<file path="src/rtl/ex_stage.sv">
// Execute stage: operand forwarding, integer ALU, branch/jump resolution,
// registered EX/MEM output slot and a one-cycle PC redirect for taken control flow.
module ex_stage (
  input  logic        clk_i,
  input  logic        rst_ni,
  input  logic        flush_i,
  input  logic        id_valid_i,
  output logic        id_ready_o,
  input  logic [63:0] id_pc_i,
  input  logic [63:0] id_rs1_data_i,
  input  logic [63:0] id_rs2_data_i,
  input  logic [63:0] id_imm_i,
  input  logic [4:0]  id_rs1_addr_i,
  input  logic [4:0]  id_rs2_addr_i,
  input  logic [4:0]  id_rd_addr_i,
  input  logic        id_rd_we_i,
  input  logic [3:0]  id_alu_op_i,
  input  logic        id_a_sel_i,
  input  logic        id_b_sel_i,
  input  logic [2:0]  id_br_type_i,
  input  logic        mem_fwd_we_i,
  input  logic [4:0]  mem_fwd_rd_i,
  input  logic [63:0] mem_fwd_data_i,
  input  logic        wb_fwd_we_i,
  input  logic [4:0]  wb_fwd_rd_i,
  input  logic [63:0] wb_fwd_data_i,
  output logic        ex_valid_o,
  input  logic        ex_ready_i,
  output logic [63:0] ex_result_o,
  output logic [63:0] ex_store_data_o,
  output logic [4:0]  ex_rd_addr_o,
  output logic        ex_rd_we_o,
  output logic [63:0] ex_pc_o,
  output logic        redirect_o,
  output logic [63:0] redirect_pc_o
);

  localparam int unsigned DATA_WIDTH = 64;
  localparam int unsigned REG_AW     = 5;

  localparam logic [3:0] OP_ADD  = 4'd0;
  localparam logic [3:0] OP_SUB  = 4'd1;
  localparam logic [3:0] OP_OR   = 4'd2;
  localparam logic [3:0] OP_AND  = 4'd3;
  localparam logic [3:0] OP_XOR  = 4'd4;
  localparam logic [3:0] OP_SLL  = 4'd5;
  localparam logic [3:0] OP_SRL  = 4'd6;
  localparam logic [3:0] OP_SRA  = 4'd7;
  localparam logic [3:0] OP_SLT  = 4'd8;
  localparam logic [3:0] OP_SLTU = 4'd9;
  localparam logic [3:0] OP_COPY = 4'd10;
  localparam logic [3:0] OP_ADDW = 4'd11;
  localparam logic [3:0] OP_SUBW = 4'd12;
  localparam logic [3:0] OP_SLLW = 4'd13;
  localparam logic [3:0] OP_SRLW = 4'd14;
  localparam logic [3:0] OP_SRAW = 4'd15;

  localparam logic [2:0] BR_NONE = 3'd0;
  localparam logic [2:0] BR_BEQ  = 3'd1;
  localparam logic [2:0] BR_BNE  = 3'd2;
  localparam logic [2:0] BR_BLT  = 3'd3;
  localparam logic [2:0] BR_BGE  = 3'd4;
  localparam logic [2:0] BR_BLTU = 3'd5;
  localparam logic [2:0] BR_BGEU = 3'd6;
  localparam logic [2:0] BR_JUMP = 3'd7;

  logic [DATA_WIDTH-1:0] rs1_fwd_c, rs2_fwd_c;
  logic [DATA_WIDTH-1:0] alu_a_c, alu_b_c, alu_res_c;
  logic [31:0]           w_res_c;
  logic [DATA_WIDTH-1:0] target_c, result_c;
  logic                  taken_c, squash_c, take_c;
  logic [REG_AW-1:0]     rs1_c, rs2_c;

  assign rs1_c = id_rs1_addr_i;
  assign rs2_c = id_rs2_addr_i;

  // A redirect or flush turns the upstream port into a discard sink.
  assign squash_c   = redirect_o || flush_i;
  assign id_ready_o = !ex_valid_o || ex_ready_i || squash_c;
  assign take_c     = id_valid_i && id_ready_o && !squash_c;

  // rs1 bypass: own slot, then MEM, then WB, then register file; x0 never forwarded.
  always_comb begin
    rs1_fwd_c = id_rs1_data_i;
    if (rs1_c != '0) begin
      if (ex_valid_o && ex_rd_we_o && ex_rd_addr_o == rs1_c) rs1_fwd_c = ex_result_o;
      else if (mem_fwd_we_i && mem_fwd_rd_i == rs1_c)       rs1_fwd_c = mem_fwd_data_i;
      else if (wb_fwd_we_i && wb_fwd_rd_i == rs1_c)         rs1_fwd_c = wb_fwd_data_i;
    end
  end

  // rs2 bypass, same priority as rs1.
  always_comb begin
    rs2_fwd_c = id_rs2_data_i;
    if (rs2_c != '0) begin
      if (ex_valid_o && ex_rd_we_o && ex_rd_addr_o == rs2_c) rs2_fwd_c = ex_result_o;
      else if (mem_fwd_we_i && mem_fwd_rd_i == rs2_c)       rs2_fwd_c = mem_fwd_data_i;
      else if (wb_fwd_we_i && wb_fwd_rd_i == rs2_c)         rs2_fwd_c = wb_fwd_data_i;
    end
  end

  assign alu_a_c = id_a_sel_i ? id_pc_i  : rs1_fwd_c;
  assign alu_b_c = id_b_sel_i ? id_imm_i : rs2_fwd_c;

  // ALU: 64-bit ops plus 32-bit W ops sign-extended to 64 bits.
  always_comb begin
    w_res_c   = '0;
    alu_res_c = '0;
    unique case (id_alu_op_i)
      OP_ADD:  alu_res_c = alu_a_c + alu_b_c;
      OP_SUB:  alu_res_c = alu_a_c - alu_b_c;
      OP_OR:   alu_res_c = alu_a_c | alu_b_c;
      OP_AND:  alu_res_c = alu_a_c & alu_b_c;
      OP_XOR:  alu_res_c = alu_a_c ^ alu_b_c;
      OP_SLL:  alu_res_c = alu_a_c << alu_b_c[5:0];
      OP_SRL:  alu_res_c = alu_a_c >> alu_b_c[5:0];
      OP_SRA:  alu_res_c = DATA_WIDTH'($signed(alu_a_c) >>> alu_b_c[5:0]);
      OP_SLT:  alu_res_c = DATA_WIDTH'($signed(alu_a_c) < $signed(alu_b_c));
      OP_SLTU: alu_res_c = DATA_WIDTH'(alu_a_c < alu_b_c);
      OP_COPY: alu_res_c = alu_b_c;
      default: begin
        unique case (id_alu_op_i)
          OP_ADDW: w_res_c = alu_a_c[31:0] + alu_b_c[31:0];
          OP_SUBW: w_res_c = alu_a_c[31:0] - alu_b_c[31:0];
          OP_SLLW: w_res_c = alu_a_c[31:0] << alu_b_c[4:0];
          OP_SRLW: w_res_c = alu_a_c[31:0] >> alu_b_c[4:0];
          default: w_res_c = 32'($signed(alu_a_c[31:0]) >>> alu_b_c[4:0]);
        endcase
        alu_res_c = {{32{w_res_c[31]}}, w_res_c};
      end
    endcase
  end

  // Branch condition on forwarded operands, target and slot result.
  always_comb begin
    taken_c = 1'b0;
    unique case (id_br_type_i)
      BR_NONE: taken_c = 1'b0;
      BR_BEQ:  taken_c = (rs1_fwd_c == rs2_fwd_c);
      BR_BNE:  taken_c = (rs1_fwd_c != rs2_fwd_c);
      BR_BLT:  taken_c = ($signed(rs1_fwd_c) <  $signed(rs2_fwd_c));
      BR_BGE:  taken_c = ($signed(rs1_fwd_c) >= $signed(rs2_fwd_c));
      BR_BLTU: taken_c = (rs1_fwd_c <  rs2_fwd_c);
      BR_BGEU: taken_c = (rs1_fwd_c >= rs2_fwd_c);
      default: taken_c = 1'b1;
    endcase
    if (id_br_type_i == BR_JUMP) begin
      target_c = {alu_res_c[DATA_WIDTH-1:1], 1'b0};
      result_c = id_pc_i + DATA_WIDTH'(4);
    end else begin
      target_c = id_pc_i + id_imm_i;
      result_c = alu_res_c;
    end
  end

  // Output slot and redirect registers; flush outranks any transfer.
  always_ff @(posedge clk_i or negedge rst_ni) begin
    if (!rst_ni) begin
      ex_valid_o      <= 1'b0;
      ex_result_o     <= '0;
      ex_store_data_o <= '0;
      ex_rd_addr_o    <= '0;
      ex_rd_we_o      <= 1'b0;
      ex_pc_o         <= '0;
      redirect_o      <= 1'b0;
      redirect_pc_o   <= '0;
    end else begin
      redirect_o <= take_c && taken_c;
      if (take_c && taken_c) redirect_pc_o <= target_c;
      if (flush_i) begin
        ex_valid_o <= 1'b0;
      end else if (take_c) begin
        ex_valid_o      <= 1'b1;
        ex_result_o     <= result_c;
        ex_store_data_o <= rs2_fwd_c;
        ex_rd_addr_o    <= id_rd_addr_i;
        ex_rd_we_o      <= id_rd_we_i;
        ex_pc_o         <= id_pc_i;
      end else if (ex_ready_i) begin
        ex_valid_o <= 1'b0;
      end
    end
  end

endmodule

</file>
<file path="config.mk">
export PLATFORM = sky130hd
export DESIGN_NAME = ex_stage
export DESIGN_NICKNAME = d
export VERILOG_FILES = /design/src/rtl/ex_stage.sv
export SDC_FILE = /design/constraint.sdc
export NUM_CORES = 2
export LEC_CHECK = 0
export BUFFER_PORTS_ARGS = -buffer_cell sky130_fd_sc_hd__clkbuf_2
export CAP_MARGIN = 20
export CORE_AREA = 5 5 417 419
export CTS_BUF_LIST = sky130_fd_sc_hd__clkbuf_4
export CTS_CLUSTER_SIZE = 8
export DETAILED_ROUTE_END_ITERATION = 10
export DIE_AREA = 0 0 422 424
export PLACE_DENSITY_LB_ADDON = 0.08
export SLEW_MARGIN = 20
export SYNTH_ARGS = -nofsm -noshare
export SYNTH_HDL_FRONTEND = slang
export SYNTH_SLANG_ARGS = --single-unit
export TNS_END_PERCENT = 10
</file>
<file path="constraint.sdc">
create_clock -name clk_i -period 6.4 [get_ports clk_i]
set_input_delay 1.6 -clock clk_i [delete_from_list [all_inputs] [get_ports clk_i]]
set_output_delay 1.6 -clock clk_i [all_outputs]
set_load 0.1 [all_outputs]
</file>
## Word level (Yosys, flattened, before mapping)

Index checks and enable logic that the tools add are counted.

| storage, ports and cells | value |
|---|---|
| register bits | 264 |
| bits of input ports | 426 |
| output and inout port bits | 265 |
| word-level logic and storage cells | 98 |

| cells by class | value |
|---|---|
| $add $sub $neg | 6 |
| order comparisons | 6 |
| equal/unequal tests | 29 |
| shifts and indexed selects | 6 |
| muxes and demuxes | 18 |
| bitwise gates (word level) | 4 |
| reduce and logical (&&, ||, !) cells | 21 |

Operators by type and width:

| operator | count |
|---|---|
| $mux W64 | 12 |
| $pmux W64 S11 | 1 |
| $lt A64 B64 Y1 | 4 |
| $add A64 B64 Y64 | 2 |
| $ge A64 B64 Y1 | 2 |
| $pmux W32 S4 | 1 |
| $add A64 B3 Y64 const B | 1 |
| $and A64 B64 Y64 | 1 |
| $eq A64 B64 Y1 | 1 |
| $ne A64 B64 Y1 | 1 |
| $or A64 B64 Y64 | 1 |
| $shl A64 B6 Y64 | 1 |
| $shr A64 B6 Y64 | 1 |
| $sshr A64 B6 Y64 | 1 |
| $sub A64 B64 Y64 | 1 |
| $xor A64 B64 Y64 | 1 |
| $add A32 B32 Y32 | 1 |
| $shl A32 B5 Y32 | 1 |
| $shr A32 B5 Y32 | 1 |
| $sshr A32 B5 Y32 | 1 |
| $sub A32 B32 Y32 | 1 |
| $eq A5 B5 Y1 | 6 |
| $eq A4 B4 Y1 const B | 7 |
| $eq A4 B3 Y1 const B | 4 |
| other kinds (16) | 36 |

## Longest topological paths before layout

| depth | value |
|---|---|
| depth after elaboration | 11 |
| gate-level depth with buffers | 37 |
| mapped depth without buffers | 28 |

## Worst setup path after synthesis

Ideal clock, no wire load.

| timing | value |
|---|---|
| path kind | input to register |
| start point | input port id_rs2_addr_i[4] |
| end point | register redirect_pc_o[34] |
| library setup time | 0.143 ns |
| data arrival time | 8.413 ns |
| data required time | 6.257 ns |
| path slack | -2.155 ns |
| cell stages on the path | 34 |
| path buffers | 9 |
| path through | buf_2 -> nor4_4 -> nand2_1 -> clkbuf_1 -> or3_1 -> o21ai_0 -> a21o_1 -> buf_2 -> buf_4 -> buf_2 -> buf_4 -> buf_4 -> buf_2 -> ha_1 -> nor4b_1 -> and2_1 -> a21oi_1 -> xnor2_1 -> ha_1 -> a21oi_1 -> o21bai_1 -> a21o_1 -> a221o_1 -> o21bai_1 -> a41o_1 -> a41oi_1 -> a21oi_1 -> nor4b_1 -> a2111oi_1 -> a21oi_2 -> or2_1 -> buf_6 -> nor4_4 -> o221ai_1 |

| on the way | value |
|---|---|
| cells in the longest elaborated chain, start to end | 11 |
| elaborated cells on any way between the ends | 36 |
| classes of those cells | 4 x add/sub; 4 x order compare; 5 x eq/ne; 6 x shift; 9 x mux; 3 x bitwise; 5 x reduce/logical |

RTL lines:

| element | line | RTL |
|---|---|---|
| start, declared | 14 | `input logic [4:0] id_rs2_addr_i,` |
| $eq A5 B5 Y1 | 98 | `else if (wb_fwd_we_i && wb_fwd_rd_i == rs2_c) rs2_fwd_c = wb_fwd_data_i;` |
| $logic_and A1 B1 Y1 | 98 |  |
| $mux W64 | 98 |  |
| $mux W64 | 97 | `else if (mem_fwd_we_i && mem_fwd_rd_i == rs2_c) rs2_fwd_c = mem_fwd_data_i;` |
| $mux W64 | 96 | `if (ex_valid_o && ex_rd_we_o && ex_rd_addr_o == rs2_c) rs2_fwd_c = ex_result_o;` |
| $mux W64 (*) | 95 | `if (rs2_c != '0) begin` |
| $mux W64 | 103 | `assign alu_b_c = id_b_sel_i ? id_imm_i : rs2_fwd_c;` |
| $sub A32 B32 Y32, or another cell as far along | 124 | `OP_SUBW: w_res_c = alu_a_c[31:0] - alu_b_c[31:0];` |
| $pmux W32 S4 | 122 | `unique case (id_alu_op_i)` |
| $pmux W64 S11 | 109 | `unique case (id_alu_op_i)` |
| $mux W64 | 147 | `if (id_br_type_i == BR_JUMP) begin` |
| end signal, assigned | 169 | `if (take_c && taken_c) redirect_pc_o <= target_c;` |
| end, declared | 35 | `output logic [63:0] redirect_pc_o` |

Mark *: on every way between the ends. The rest lies on a longest branch, timed or not.
A chain may end at the register's enable or synchronous reset.

## Final worst setup path

| timing | value |
|---|---|
| start point | input port mem_fwd_rd_i[1] |
| end point | register ex_result_o[5] |

| on the way | value |
|---|---|
| cells in the longest elaborated chain, start to end | 10 |
| elaborated cells on any way between the ends | 28 |
| classes of those cells | 4 x add/sub; 2 x eq/ne; 6 x shift; 11 x mux; 3 x bitwise; 2 x reduce/logical |

RTL lines:

| element | line | RTL |
|---|---|---|
| start, declared | 22 | `input logic [4:0] mem_fwd_rd_i,` |
| $eq A5 B5 Y1 (on tied branches) | 87, 97 |  |
| $logic_and A1 B1 Y1 (on tied branches) | 87, 97 |  |
| $mux W64 (on tied branches) | 87, 97 |  |
| $mux W64 (on tied branches) | 86, 96 |  |
| $mux W64 (on tied branches) | 85, 95 |  |
| $mux W64 (on tied branches) | 102, 103 |  |
| $sub A32 B32 Y32, or another cell as far along | 124 |  |
| $pmux W32 S4 | 122 |  |
| $pmux W64 S11 (*) | 109 |  |
| $mux W64 (*) | 147 |  |
| end signal, assigned | 174 | `ex_result_o <= result_c;` |
| end, declared | 29 | `output logic [63:0] ex_result_o,` |

Marks and branches as above.

==> metrics.md <==
| Metric | Value |
|---|---|
| Status | `complete, but fails checks` |
| DIE AREA | `178900 µm²` |
| Worst min path class | `flip-flop to flip-flop` |
| Buf+Inv Stages, Crit Path | `12` |
| Pwr dens | `247.9 nW/µm²` |
| Critical Path Start | `mem_fwd_rd_i[1]` |
| WP data required | `7.32 ns` |
| Max-slew violation count | `0` |
| Setup Slack @ Placement | `-2.154 ns` |
| Starting Density | `29.71%` |
| Final WS setup | `-0.6254 ns` |
| Final Util | `46.15%` |
| Setup violators final | `108` |
| Iter 0 DRT Violations | `10190` |
| DRC | `0` |
| Hold Violations, Final | `0` |
| Area Overhead vs Synth | `55.35%` |
| Cells after synthesis | `7294` |
| Critical Path Fanout Max | `55` |
| Sequential share of the synthesized area | `13.07%` |
| Filler instances | `17780` |
| RSZ-0062 raised after global routing | `true` |
| Die height | `424 µm` |
| Largest net degree at the start of global routing | `148` |
| Reg2Reg Depth | `23` |
| Router iterations before antenna repair | `8` |
| VDD IR-drop max | `0.5274 mV` |
| Worst r2r dst | `ex_result_o[5]$_DFFE_PN0P_` |
| I/O pins | `691` |
| Worst setup SP type | `input port` |
| Syn Std Cell Area | `50560 µm²` |
| Worst path arrival time | `7.95 ns` |
| Syn Nets | `8083` |
| H-Tree Depth | `3` |
| Skew final | `0.09987 ns` |
| Overall Global Routing Usage | `45.48%` |
| Max incr delay on CP | `0.60 ns` |
| Final period util | `109.8%` |
| Port Buffer Count | `690` |
| FFs w/ async S/R, synth | `100.0%` |
| Clock latency on the worst-skew pair | `1.03 ns` |
| CTS buffer count | `79` |
| Post-synth EDFFs | `0` |
| CTS Buffer Depth | `3` |
| CTS clk-pin slew, worst paths | `0.08 ns` |
| Gr ovfl total | `0` |
| CP max stage cell | `a22oi_1` |
| Hpwl dp | `359600 µm` |
| Via/cell ratio | `6.166` |
| Slew headroom | `29.16%` |
| Layout cells sized above 1 | `38.37%` |
| GPL Wtd Cong | `1.095` |
| Multi-input gate area | `42630 µm²` |
| Final net count | `10890` |
| Root Driver | `clkbuf_4` |
| Levels on crit path | `26` |
| Initial antenna violation count | `53` |
| Slew @ Worst Pin | `1.063 ns` |
| Leakage | `0.03728 µW` |
| TritonCTS clock tree | `done` |
| Avg Inst Size Synth | `6.932 µm²` |
| Via count | `76660` |
| Primary FF master, synth | `dfrtp_1` |
| Yosys reg bits | `264` |
| Core area | `170200 µm²` |
| Total routed wirelength | `432300 µm` |
| Failing checks | `negative setup slack` |
| Setup CP Type | `input port to flip-flop` |
| Die width | `422 µm` |
| Yosys cell types | `112` |
| FP Rows | `152` |
| CP top delay family | `buffers and inverters` |
| Max Cap Viol | `0` |
| Max Clk Rate | `0.1423 GHz` |
| Register Area | `6606 µm²` |
| Reg2reg start | `ex_rd_addr_o[1]$_DFFE_PN0P_` |
| Routed WL per cell | `34.77 µm` |
| R2r setup slk | `-0.37 ns` |
| Most used cell, CP | `buf_4` |
| Clk sinks | `264` |
| Final ANT Viol Nets | `0` |
| Crit. End Element | `flip-flop` |
| Yosys warning total | `0` |
| Vias in the first global route | `71790` |
| Tmin final | `7.025 ns` |
| Crit path capture | `ex_result_o[5]$_DFFE_PN0P_` |
| First-pass GRT wire length | `581000 µm` |
## state kept, by name, indices dropped and copies added (netlist names)
name,cells
ex_result_o,64
redirect_o,1
ex_valid_o,1
redirect_pc_o,64
ex_rd_addr_o,5
ex_pc_o,64
ex_store_data_o,64
ex_rd_we_o,1
## where the power goes
group	leakage, µW	internal (µW)	switching (µW)
sequential	0.00324	2100	714
combinational	0.0334	4860	9930
clock	0.000603	892	976
## how the worst min path moves through the flow
stage                                    start                              end  slack (ns)  depth (start not counted)
6_report       ex_store_data_o[49]$_DFFE_PN0P_  ex_store_data_o[49]$_DFFE_PN0P_        0.48                          2
5_1_grt        ex_store_data_o[18]$_DFFE_PN0P_  ex_store_data_o[18]$_DFFE_PN0P_        0.50                          2
4_1_cts        ex_store_data_o[22]$_DFFE_PN0P_  ex_store_data_o[22]$_DFFE_PN0P_        0.48                          2
3_5_place_dp           ex_pc_o[47]$_DFFE_PN0P_          ex_pc_o[47]$_DFFE_PN0P_        0.47                          2
3_3_place_gp           ex_pc_o[48]$_DFFE_PN0P_          ex_pc_o[48]$_DFFE_PN0P_        0.46                          2
2_1_floorplan          ex_pc_o[47]$_DFFE_PN0P_          ex_pc_o[47]$_DFFE_PN0P_        0.96                          2
## Yosys cell counts (77+ instances only)
| cell | count | share of area, % |
|---|---|---|
| a21oi_1 | 692 | 6.8 |
| a211oi_1 | 129 | 1.9 |
| inv_1 | 287 | 2.1 |
| mux2i_1 | 392 | 7.8 |
| nor3_1 | 308 | 3.0 |
| a21o_1 | 176 | 2.6 |
| ha_1 | 359 | 8.9 |
| nor2_1 | 563 | 4.2 |
| o211ai_1 | 98 | 1.5 |
| o22ai_1 | 103 | 1.3 |
| a221oi_1 | 77 | 1.3 |
| xnor2_1 | 175 | 3.0 |
| a31oi_1 | 83 | 1.0 |
| buf_2 | 145 | 1.4 |
| nand3_1 | 252 | 2.5 |
| a311oi_1 | 78 | 1.4 |
| dfrtp_1 | 264 | 13 |
| clkbuf_1 | 317 | 2.4 |
| o21ai_0 | 682 | 6.8 |
| o21a_1 | 110 | 1.6 |
| nand2_1 | 711 | 5.3 |
## worst register-to-register path, cell delays in order (launching register included)
cell and delay (ns):
dfrtp_1 0.55, xnor2_4 0.28, nand4_4 0.20, o41ai_2 0.33, buf_4 0.18, nor3_1 0.06, a21oi_4 0.18, buf_12 0.16
buf_12 0.12, buf_4 0.11, buf_4 0.54, buf_6 0.68, mux2i_1 0.40, mux2i_1 0.22, mux2i_1 0.13, buf_4 0.19
a22oi_1 0.60, nand3_1 0.57, nand4_1 0.28, o21ai_1 0.10, buf_4 0.17, a211oi_1 0.40, buf_4 0.19, a21o_1 0.08
## kinds of logic (layout without fill, tap and decap cells)
logic type	Yosys count	count (layout)	share of synthesized area [%]
buffers and inverters	867	3737	7.441
and+or+nand+nor	2280	2280	20.96
other	0	36	0
muxes	450	450	9.052
DFF	264	264	13.07
adders and majority gates	363	363	9.042
AOI/OAI and AO/OA	2855	2855	36.69
xor gates and xnor gates	215	215	3.754
## layout by cell type, fill, tap and decap left out, drive strengths merged, types with 63 or more instances in the layout
master / synthesis / routed
a311oi: 79 / 79
o21bai: 63 / 63
o21a: 110 / 110
nor2: 567 / 567
nand4: 77 / 77
dfrtp: 264 / 264
nand3: 253 / 253
inv: 294 / 297
nor4: 65 / 65
ha: 359 / 359
xnor2: 176 / 176
o21ai: 725 / 725
a21o: 176 / 176
buf: 248 / 2611
nor3: 314 / 314
clkbuf: 318 / 787
a22oi: 63 / 63
a21oi: 699 / 699
o211ai: 98 / 98
nand2: 713 / 713
a221oi: 80 / 80
o22ai: 105 / 105
o221ai: 68 / 68
mux2i: 392 / 392
a31oi: 83 / 83
a211oi: 131 / 131
## per-stage QoR
step	area, µm²	cells	total power [µW]	hold slack (ns)	setup TNS, ns
after floorplan	50800	7294	10000	0.9618	-104.81
after global placement	74530	12200	16740	0.4598	-219.98
after detailed placement	74530	12200	16740	0.4678	-221.15
after CTS	76760	12380	18830	0.4832	-31.95
after global routing	78540	12430	19970	0.5006	-42.68
final	78550	12430	19470	0.4781	-32.00
## final cells by class
class,instances,share of cell area [%]
Tap cell,2233,3.557
Sequential cell,264,8.410
Clock inverter,38,0.3154
Multi-Input combinational cell,6163,54.27
Clock buffer,105,1.004
Timing Repair Buffer,3293,30.88
Inverter,301,1.448
Antenna cell,36,0.1147
## per-layer routing
layer / vias to the layer above / GRT usage (%) / share of wire (%)
met4: 18 / 33.79 / 9.2
met1: 37140 / 59.25 / 40
li1: 33040 / - / -
met3: 1167 / 8.275 / 10
met5: - / 0 / 0.029
met2: 5303 / 66.92 / 41
## timing repair
action                     4_1_cts  5_1_grt
pin swaps                       64      110
setup buffers                   33       23
hold buffers                     0        0
gates cloned                     0        1
setup endpoints to repair      124      126
resized for setup              189      315
No activity file was read; power rests on OpenSTA's default activity.
